[src/rtl/rpn_stack_engine.sv]
// ---------------------------------------------------------------------------
// rpn_stack_engine
//
// RPN evaluation core: a LIFO operand stack plus ALU, fed by a valid/ready
// command stream from the input decoder. The top of stack and the depth go
// straight to the display driver.
//
// Optional feature macro: RPN_MUL_EN
//   defined   -> opcode 4 (MUL) runs a shift-add multiply, one multiplier bit
//                per cycle, WIDTH cycles from accept to ready.
//   undefined -> no multiplier; opcode 4 is flagged as an illegal op.
//
// Ports
//   CLOCK_50   in   1      clock, rising edge
//   reset      in   1      asynchronous active-high reset, clears all state
//   cmd_valid  in   1      command present
//   cmd_ready  out  1      engine can accept a command
//   cmd_op     in   3      0 PUSH,1 POP,2 ADD,3 SUB,4 MUL,5 DUP,6 SWAP,7 CLEAR
//   cmd_data   in   WIDTH  PUSH operand
//   top        out  WIDTH  top of stack, 0 when empty
//   depth      out  DW     number of valid entries
//   busy       out  1      multiply in progress
//   err        out  1      sticky error flag
//   err_code   out  2      00 none, 01 overflow, 10 underflow, 11 illegal op
// ---------------------------------------------------------------------------
module rpn_stack_engine #(
    parameter int WIDTH = 16,
    parameter int DEPTH = 8,
    parameter int DW    = $clog2(DEPTH + 1)
) (
    input  logic             CLOCK_50,
    input  logic             reset,
    input  logic             cmd_valid,
    output logic             cmd_ready,
    input  logic [2:0]       cmd_op,
    input  logic [WIDTH-1:0] cmd_data,
    output logic [WIDTH-1:0] top,
    output logic [DW-1:0]    depth,
    output logic             busy,
    output logic             err,
    output logic [1:0]       err_code
);

    localparam int AW = (DEPTH > 1) ? $clog2(DEPTH) : 1;

    localparam logic [DW-1:0] DEPTH_FULL = DW'(DEPTH);
    localparam logic [DW-1:0] DEPTH_ONE  = DW'(1);
    localparam logic [DW-1:0] DEPTH_TWO  = DW'(2);

    localparam logic [2:0] OP_PUSH  = 3'd0;
    localparam logic [2:0] OP_POP   = 3'd1;
    localparam logic [2:0] OP_ADD   = 3'd2;
    localparam logic [2:0] OP_SUB   = 3'd3;
    localparam logic [2:0] OP_MUL   = 3'd4;
    localparam logic [2:0] OP_DUP   = 3'd5;
    localparam logic [2:0] OP_SWAP  = 3'd6;
    localparam logic [2:0] OP_CLEAR = 3'd7;

    localparam logic [1:0] ERR_OVF  = 2'b01;
    localparam logic [1:0] ERR_UNF  = 2'b10;
    localparam logic [1:0] ERR_ILL  = 2'b11;

    typedef enum logic {ST_IDLE, ST_MUL} state_t;

    state_t           state_reg, state_next;
    logic [DW-1:0]    depth_reg, depth_next;
    logic             err_reg, err_next;
    logic [1:0]       err_code_reg, err_code_next;

`ifdef RPN_MUL_EN
    localparam int CW = $clog2(WIDTH);
    logic [WIDTH-1:0] mul_a_reg, mul_a_next;   // multiplicand, shifted left
    logic [WIDTH-1:0] mul_b_reg, mul_b_next;   // multiplier, shifted right
    logic [WIDTH-1:0] acc_reg, acc_next;       // partial product, low bits only
    logic [CW-1:0]    cnt_reg, cnt_next;
    logic [WIDTH-1:0] acc_sum;
`endif

    // Stack storage: up to two writes per cycle (SWAP needs both).
    logic [WIDTH-1:0] stack_mem [0:DEPTH-1];
    logic             wr0_en, wr1_en;
    logic [AW-1:0]    wr0_idx, wr1_idx;
    logic [WIDTH-1:0] wr0_data, wr1_data;

    logic [AW-1:0]    top_idx, sec_idx, push_idx;
    logic [WIDTH-1:0] top_val, sec_val;
    logic             accept;
    logic             is_empty, is_full, lt_two;

    assign top_idx  = AW'(depth_reg - DEPTH_ONE);
    assign sec_idx  = AW'(depth_reg - DEPTH_TWO);
    assign push_idx = AW'(depth_reg);
    assign top_val  = stack_mem[top_idx];
    assign sec_val  = stack_mem[sec_idx];

    assign is_empty = (depth_reg == '0);
    assign is_full  = (depth_reg == DEPTH_FULL);
    assign lt_two   = (depth_reg < DEPTH_TWO);

    assign cmd_ready = (state_reg == ST_IDLE);
    assign accept    = cmd_valid && cmd_ready;

    assign top      = is_empty ? '0 : top_val;
    assign depth    = depth_reg;
    assign err      = err_reg;
    assign err_code = err_code_reg;

`ifdef RPN_MUL_EN
    assign busy    = (state_reg == ST_MUL);
    assign acc_sum = acc_reg + (mul_b_reg[0] ? mul_a_reg : '0);
`else
    assign busy = 1'b0;
`endif

    always_comb begin
        state_next    = state_reg;
        depth_next    = depth_reg;
        err_next      = err_reg;
        err_code_next = err_code_reg;
        wr0_en        = 1'b0;
        wr0_idx       = '0;
        wr0_data      = '0;
        wr1_en        = 1'b0;
        wr1_idx       = '0;
        wr1_data      = '0;
`ifdef RPN_MUL_EN
        mul_a_next    = mul_a_reg;
        mul_b_next    = mul_b_reg;
        acc_next      = acc_reg;
        cnt_next      = cnt_reg;
`endif
        case (state_reg)
            ST_IDLE: begin
                if (accept) begin
                    if (cmd_op == OP_CLEAR) begin
                        depth_next    = '0;
                        err_next      = 1'b0;
                        err_code_next = 2'b00;
                    end else if (!err_reg) begin
                        // Only reachable with err clear, so the first error
                        // recorded is never overwritten.
                        case (cmd_op)
                            OP_PUSH: begin
                                if (is_full) begin
                                    err_next = 1'b1; err_code_next = ERR_OVF;
                                end else begin
                                    wr0_en = 1'b1; wr0_idx = push_idx; wr0_data = cmd_data;
                                    depth_next = depth_reg + DEPTH_ONE;
                                end
                            end
                            OP_POP: begin
                                if (is_empty) begin
                                    err_next = 1'b1; err_code_next = ERR_UNF;
                                end else begin
                                    depth_next = depth_reg - DEPTH_ONE;
                                end
                            end
                            OP_ADD, OP_SUB: begin
                                if (lt_two) begin
                                    err_next = 1'b1; err_code_next = ERR_UNF;
                                end else begin
                                    wr0_en   = 1'b1;
                                    wr0_idx  = sec_idx;
                                    wr0_data = (cmd_op == OP_ADD) ? (sec_val + top_val)
                                                                  : (sec_val - top_val);
                                    depth_next = depth_reg - DEPTH_ONE;
                                end
                            end
                            OP_MUL: begin
`ifdef RPN_MUL_EN
                                if (lt_two) begin
                                    err_next = 1'b1; err_code_next = ERR_UNF;
                                end else begin
                                    state_next = ST_MUL;
                                    mul_a_next = sec_val;
                                    mul_b_next = top_val;
                                    acc_next   = '0;
                                    cnt_next   = '0;
                                end
`else
                                err_next = 1'b1; err_code_next = ERR_ILL;
`endif
                            end
                            OP_DUP: begin
                                if (is_empty) begin
                                    err_next = 1'b1; err_code_next = ERR_UNF;
                                end else if (is_full) begin
                                    err_next = 1'b1; err_code_next = ERR_OVF;
                                end else begin
                                    wr0_en = 1'b1; wr0_idx = push_idx; wr0_data = top_val;
                                    depth_next = depth_reg + DEPTH_ONE;
                                end
                            end
                            OP_SWAP: begin
                                if (lt_two) begin
                                    err_next = 1'b1; err_code_next = ERR_UNF;
                                end else begin
                                    wr0_en = 1'b1; wr0_idx = top_idx; wr0_data = sec_val;
                                    wr1_en = 1'b1; wr1_idx = sec_idx; wr1_data = top_val;
                                end
                            end
                            default: ;
                        endcase
                    end
                end
            end
            ST_MUL: begin
`ifdef RPN_MUL_EN
                mul_a_next = mul_a_reg << 1;
                mul_b_next = mul_b_reg >> 1;
                acc_next   = acc_sum;
                cnt_next   = cnt_reg + CW'(1);
                if (cnt_reg == CW'(WIDTH - 1)) begin
                    // Last multiplier bit: result replaces both operands.
                    wr0_en     = 1'b1;
                    wr0_idx    = sec_idx;
                    wr0_data   = acc_sum;
                    depth_next = depth_reg - DEPTH_ONE;
                    state_next = ST_IDLE;
                end
`else
                state_next = ST_IDLE;
`endif
            end
            default: state_next = ST_IDLE;
        endcase
    end

    always_ff @(posedge CLOCK_50 or posedge reset) begin
        if (reset) begin
            state_reg    <= ST_IDLE;
            depth_reg    <= '0;
            err_reg      <= 1'b0;
            err_code_reg <= 2'b00;
`ifdef RPN_MUL_EN
            mul_a_reg    <= '0;
            mul_b_reg    <= '0;
            acc_reg      <= '0;
            cnt_reg      <= '0;
`endif
        end else begin
            state_reg    <= state_next;
            depth_reg    <= depth_next;
            err_reg      <= err_next;
            err_code_reg <= err_code_next;
`ifdef RPN_MUL_EN
            mul_a_reg    <= mul_a_next;
            mul_b_reg    <= mul_b_next;
            acc_reg      <= acc_next;
            cnt_reg      <= cnt_next;
`endif
        end
    end

    // Entries above depth are don't-care, so storage needs no reset.
    generate
        for (genvar gi = 0; gi < DEPTH; gi++) begin : g_entry
            always_ff @(posedge CLOCK_50) begin
                if (wr0_en && (wr0_idx == AW'(gi))) begin
                    stack_mem[gi] <= wr0_data;
                end else if (wr1_en && (wr1_idx == AW'(gi))) begin
                    stack_mem[gi] <= wr1_data;
                end
            end
        end
    endgenerate

endmodule

[config.mk]
export PLATFORM = sky130hd
export DESIGN_NAME = rpn_stack_engine
export DESIGN_NICKNAME = d
export VERILOG_FILES = /design/src/rtl/rpn_stack_engine.sv
export SDC_FILE = /design/constraint.sdc
export NUM_CORES = 1
export LEC_CHECK = 0
export ABC_AREA = 0
export BUFFER_PORTS_ARGS = -buffer_cell sky130_fd_sc_hd__buf_2
export CAP_MARGIN = 5
export CORE_ASPECT_RATIO = 0.5
export CORE_UTILIZATION = 40
export CTS_CLUSTER_DIAMETER = 60
export DETAILED_ROUTE_END_ITERATION = 10
export SLEW_MARGIN = 20
export SYNTH_ARGS = -nofsm -noshare
export SYNTH_HDL_FRONTEND = slang
export SYNTH_SLANG_ARGS = --single-unit
export TNS_END_PERCENT = 10
[constraint.sdc]
create_clock -name CLOCK_50 -period 12.6 [get_ports CLOCK_50]
set_clock_uncertainty 0.15 [all_clocks]
set_input_delay 1.89 -clock CLOCK_50 [delete_from_list [all_inputs] [get_ports CLOCK_50]]
set_output_delay 1.89 -clock CLOCK_50 [all_outputs]
set_load 0.01 [all_outputs]
; After elaboration in Yosys (flattened, before gate mapping)
; Memories as Yosys holds them, arrays and structs flattened.
; Cells that the tools add are included.
[op_classes]
n_addsub = 5
n_reduce_logical = 32
n_lt_le_gt_ge = 1
eq_ne = 28
n_bitwise = 8
muxes = 126
[op_table]
columns = cell, n
row1 = two-way mux 16 bit, 29
row2 = OR reduction 16 bit, 6
row3 = one-hot mux 16 bit (4 select lines), 1
row4 = two-way mux 1 bit, 62
row5 = two-way mux 3 bit, 17
row6 = "equality test 3 bit, second input constant", 12
row7 = two-way mux 4 bit, 6
row8 = "equality test 3 x 2 -> 1 bit, second input constant", 6
row9 = adder 16 bit, 1
row10 = logical AND 1 bit, 16
row11 = one-hot mux 4 bit (4 select lines), 1
row12 = subtractor 16 bit, 1
row13 = two-way mux 2 bit, 6
row14 = "!= test 3 bit, second input constant", 4
row15 = one-hot mux 3 bit (4 select lines), 1
row16 = one-hot mux 2 bit (5 select lines), 1
row17 = "equality test 3 x 1 -> 1 bit, second input constant", 3
row18 = logical NOT 3 bit, 3
row19 = bitwise OR 1 bit, 8
row20 = AND reduction 6 bit, 1
row21 = nonzero test 6 bit, 1
row22 = one-hot mux 1 bit (5 select lines), 1
row23 = AND reduction 5 bit, 1
row24 = nonzero test 5 bit, 1
row25 = 11 further kinds, 11
[word_totals]
ramBits = 128
reg_bits = 7
out_inout_bits = 25
n_memories = 1
word_cells = 204
inputBits = 22
[memory_table]
columns = name, words, word_bits, rd, rd_ports_with_merged_regs, write_ports, line_no
row1 = stack_mem, 8, 16, 2, 0, 2, 80  ; logic [WIDTH-1:0] stack_mem [0:DEPTH-1];

; Depth between registers and ports, before layout
[depth]
depth_word = 16
depth_mapped = 25
mapped_depth_nobuf = 19

; Worst setup path after synthesis
; OpenSTA, ideal clock, no wires.
[synth_path]
path_type = flip-flop to flip-flop
startpoint = register depth_reg[1] (netlist: depth[1])
endpoint = memory stack_mem[0][14], data pin
setup_slack_ns = 6.294
n_path_buf = 6
t_arrival_ns = 5.897
setup_ns = 0.259
stages_incl_launch_ff = 24
synth_period_minus_slack_ns = 6.306
path_cell_list = dfrtp_1 -> clkbuf_1 -> buf_1 -> clkbuf_1 -> inv_1 -> ha_1 -> buf_4 -> xor2_4 -> buf_6 -> buf_4 -> mux4_2 -> mux2i_1 -> ha_1 -> nand2_1 -> o21ai_0 -> fa_1 -> a21o_1 -> a21oi_1 -> o211ai_1 -> a41oi_1 -> o21ai_1 -> o2bb2ai_1 -> mux2_2 -> a211o_1
[synth_lines]
columns = item, line_no
row1 = from (decl), 66  ; logic [DW-1:0] depth_reg, depth_next;
row2 = from (signal assigned), 243  ; depth_reg <= depth_next;
row3 = to (decl), 80

==> results.json <==
{
  "drtAntennaViolNets": 0,
  "min_path_type": "register to register",
  "rsz0062_at_grt": "false",
  "vias": 8077,
  "maxSlewViolCount": 0,
  "worstHoldEndpoint": "err_code[1]",
  "synthDistinctLibCells": 69,
  "min_path_cells": 1,
  "nets": 980,
  "reg2reg_to": "stack_mem[4][13]",
  "outcome": "complete, no violations",
  "routabilityCongestion": 0.891,
  "clock_latency_ns": 0.43,
  "ys_warn_count": 0,
  "post-synth-top-count-cell": "edfxtp_1",
  "first_pass_iters": 5,
  "die-area_um2": 26000,
  "period_share_pct": 53.2,
  "dp.cells": 1250,
  "hold_buffers": 0,
  "dpl.hpwl_mm": 20.1,
  "min_from": "err_code[1]",
  "yosysTopAreaCell": "edfxtp_1",
  "grt_pass1_vias": 7778,
  "max_clock_freq_mhz": 149,
  "slowest_stage": "a221oi_2",
  "dp_slack_ns": 6.03,
  "synth_nets": 967,
  "syn_to_final_growth_pct": 10.9,
  "io-pin-count": 47,
  "initial_core_util_pct": 41.5,
  "async_reset_ff_share_pct": 5.19,
  "fin_crit_ns": 6.70,
  "reg2reg_from": "depth[0]",
  "core_area_um2": 24400,
  "yosysSeqAreaShare_pct": 39.7,
  "drive_gt1_share_pct": 22.2,
  "overflow": 0,
  "finalSetupTns_ns": 0,
  "yosysTopAreaCellShare_pct": 38.0,
  "cts_buffers": 17,
  "post_cts_resized": 0,
  "synth_edf_count": 128,
  "worstPathArrival_ns": 6.68,
  "finalWorstSetupSlack_ns": 5.90,
  "power.leakage_nw": 4.15,
  "start_kind": "register",
  "cts_max_path_buffers": 2,
  "drcViolationCount": 0,
  "path_clk_slew_ns": 0.06,
  "r2r_cells": 18,
  "port_buffers": 44,
  "drtIter0Drc": 1031,
  "cp.required_ns": 12.58,
  "crit_path_end_kind": "register",
  "syn_avg_cell_area_um2": 11.0,
  "crit_top_cell": "ha_1",
  "avgRoutedWirePerCell_um": 23.7,
  "worstMarginPinSlew_ns": 1.16,
  "max_stage_delay_ns": 0.68,
  "final_util_pct": 46.0,
  "crit_fanout": 33,
  "post_cts_buffers": 0,
  "worstPathCellList": "inv_1 -> ha_2 -> xor2_4 -> buf_4 -> mux4_2 -> mux2i_1 -> ha_1 -> a31oi_1 -> xnor2_1 -> ha_1 -> a211oi_1 -> o211ai_1 -> nand3_1 -> nand2_1 -> o21ai_0 -> a21oi_1 -> a221oi_2 -> o22ai_1",
  "synth_common_cells": "edfxtp_1 (128), nand2_1 (91), o21ai_1 (67)",
  "track_usage_pct": 24.2,
  "die_h_um": 115,
  "antenna_found_initial": 0,
  "setup-violations-final": 0,
  "clkSinkCount": 135,
  "largest_reg_flops": 128,
  "wirelength_mm": 30.4,
  "clockRootBuffer": "clkbuf_16",
  "cap_violations": 0,
  "powerDensity_nw_per_um2": 296,
  "fp.dieW_um": 227,
  "reg2reg_slack_ns": 5.90,
  "finalHoldViolations": 0,
  "yosys_most_used_dff": "edfxtp_1",
  "netlist_instances": 920,
  "num_rows": 40,
  "antenna_cells": 0,
  "nFillCells": 2299,
  "htreeDepth": 4,
  "grt_pass1_wl_mm": 46.3,
  "ys_ff_latch": 135,
  "avgViaCountPerCell": 6.30,
  "relSlewSlack_pct": 22.3,
  "ir_worst_vdd_uv": 211,
  "path_class": "register to register",
  "cts_tree": "yes",
  "grt_max_degree": 63,
  "synth_area_um2": 10100,
  "fin_cells": 1282,
  "synth_area_leaders": "edfxtp_1 (38%), mux4_2 (13%), mux2i_1 (5.1%)"
}
-- power by group --
part	total (mW)	internal [mW]	switching (mW)
sequential	0.558	0.515	0.0430
clock	0.537	0.333	0.204
combinational	2.23	0.930	1.30
-- cell usage in the layout (no fill, tap or decap), drive strengths merged, types with 5 or more instances in the layout --
cell type and instances:
xor2 14, mux4 63, a21oi 25, nand3 49, xnor2 14, a221oi 7, a31oi 6, edfxtp 128
dfrtp 7, ha 24, a21o 6, nand2b 28, nand2 91, inv 15, nor2 58, mux2i 62
a211o 5, mux2 18, buf 66, o32ai 14, clkbuf 18, o21ai 102, or2 7, o22ai 19
o211ai 17, and3 9, clkinv 5, o31ai 5, a22oi 5, nor2b 5
-- routing by layer --
metal	global-route usage, %	routed length [um]	vias to the layer above	part of all wire, %
met5	0	0	-	0
met4	9.80	946	0	3.1
met3	4.31	2090	62	6.9
met2	39.2	14300	343	47
met1	32.3	13000	4034	43
li1	-	-	3638	-
-- per-stage QoR --
step / instance area [um2] / hold WS, ns / total power [mW]
2_1_floorplan: 10100 / 0.388 / 2.27
3_3_place_gp: 10600 / 0.368 / 2.75
3_5_place_dp: 10600 / 0.368 / 2.75
4_1_cts: 11200 / 0.391 / 3.31
5_1_grt: 11200 / 0.440 / 3.52
6_report: 11200 / 0.394 / 3.32
-- worst max-delay path, delay by kind of cell, from the launching register on --
kind | cells | cell delay, ns
AO/OA/AOI/OAI | 7 | 1.85
XOR/XNOR | 2 | 0.31
adder cells (fa/ha/maj) | 3 | 1.08
buffers and inverters | 2 | 1.05
flip-flops | 1 | 0.67
multiplexers | 2 | 0.95
AND/OR/NAND/NOR | 2 | 0.27
-- final cells by class --
| type | instances | area (um2) | area share, % |
|---|---|---|---|
| flip-flops and latches | 135 | 4020 | 35.8 |
| multi-input cells | 702 | 5740 | 51.1 |
| inverters | 11 | 41.3 | 0.368 |
| clock buffers | 18 | 429 | 3.82 |
| well taps | 336 | 420 | 3.74 |
| clock inverters | 14 | 196 | 1.75 |
| repair buffers | 66 | 385 | 3.43 |
-- cells by family (layout without fill, tap and decap cells) --
kind of cell	after synthesis	count (layout)	share of synthesized area, %
compound gates	238	238	15.2
xor+xnor	28	28	2.61
fa+ha+maj	25	25	3.16
buf+inv	83	109	4.13
flops	135	135	39.7
mux	143	143	22.9
other cells	2	2	0.0742
simple gates	266	266	12.2
-- worst max path at each step --
stage                     cells past startpoint          endpoint  startpoint
final                                        18  stack_mem[4][13]    depth[0]
after global placement                       18  stack_mem[6][14]    depth[0]
after floorplan                              23  stack_mem[0][14]    depth[1]
after CTS                                    18  stack_mem[7][14]    depth[0]
after detailed placement                     18  stack_mem[7][14]    depth[0]
after global routing                         18  stack_mem[4][13]    depth[0]
Power figures use the tool's default switching activity.
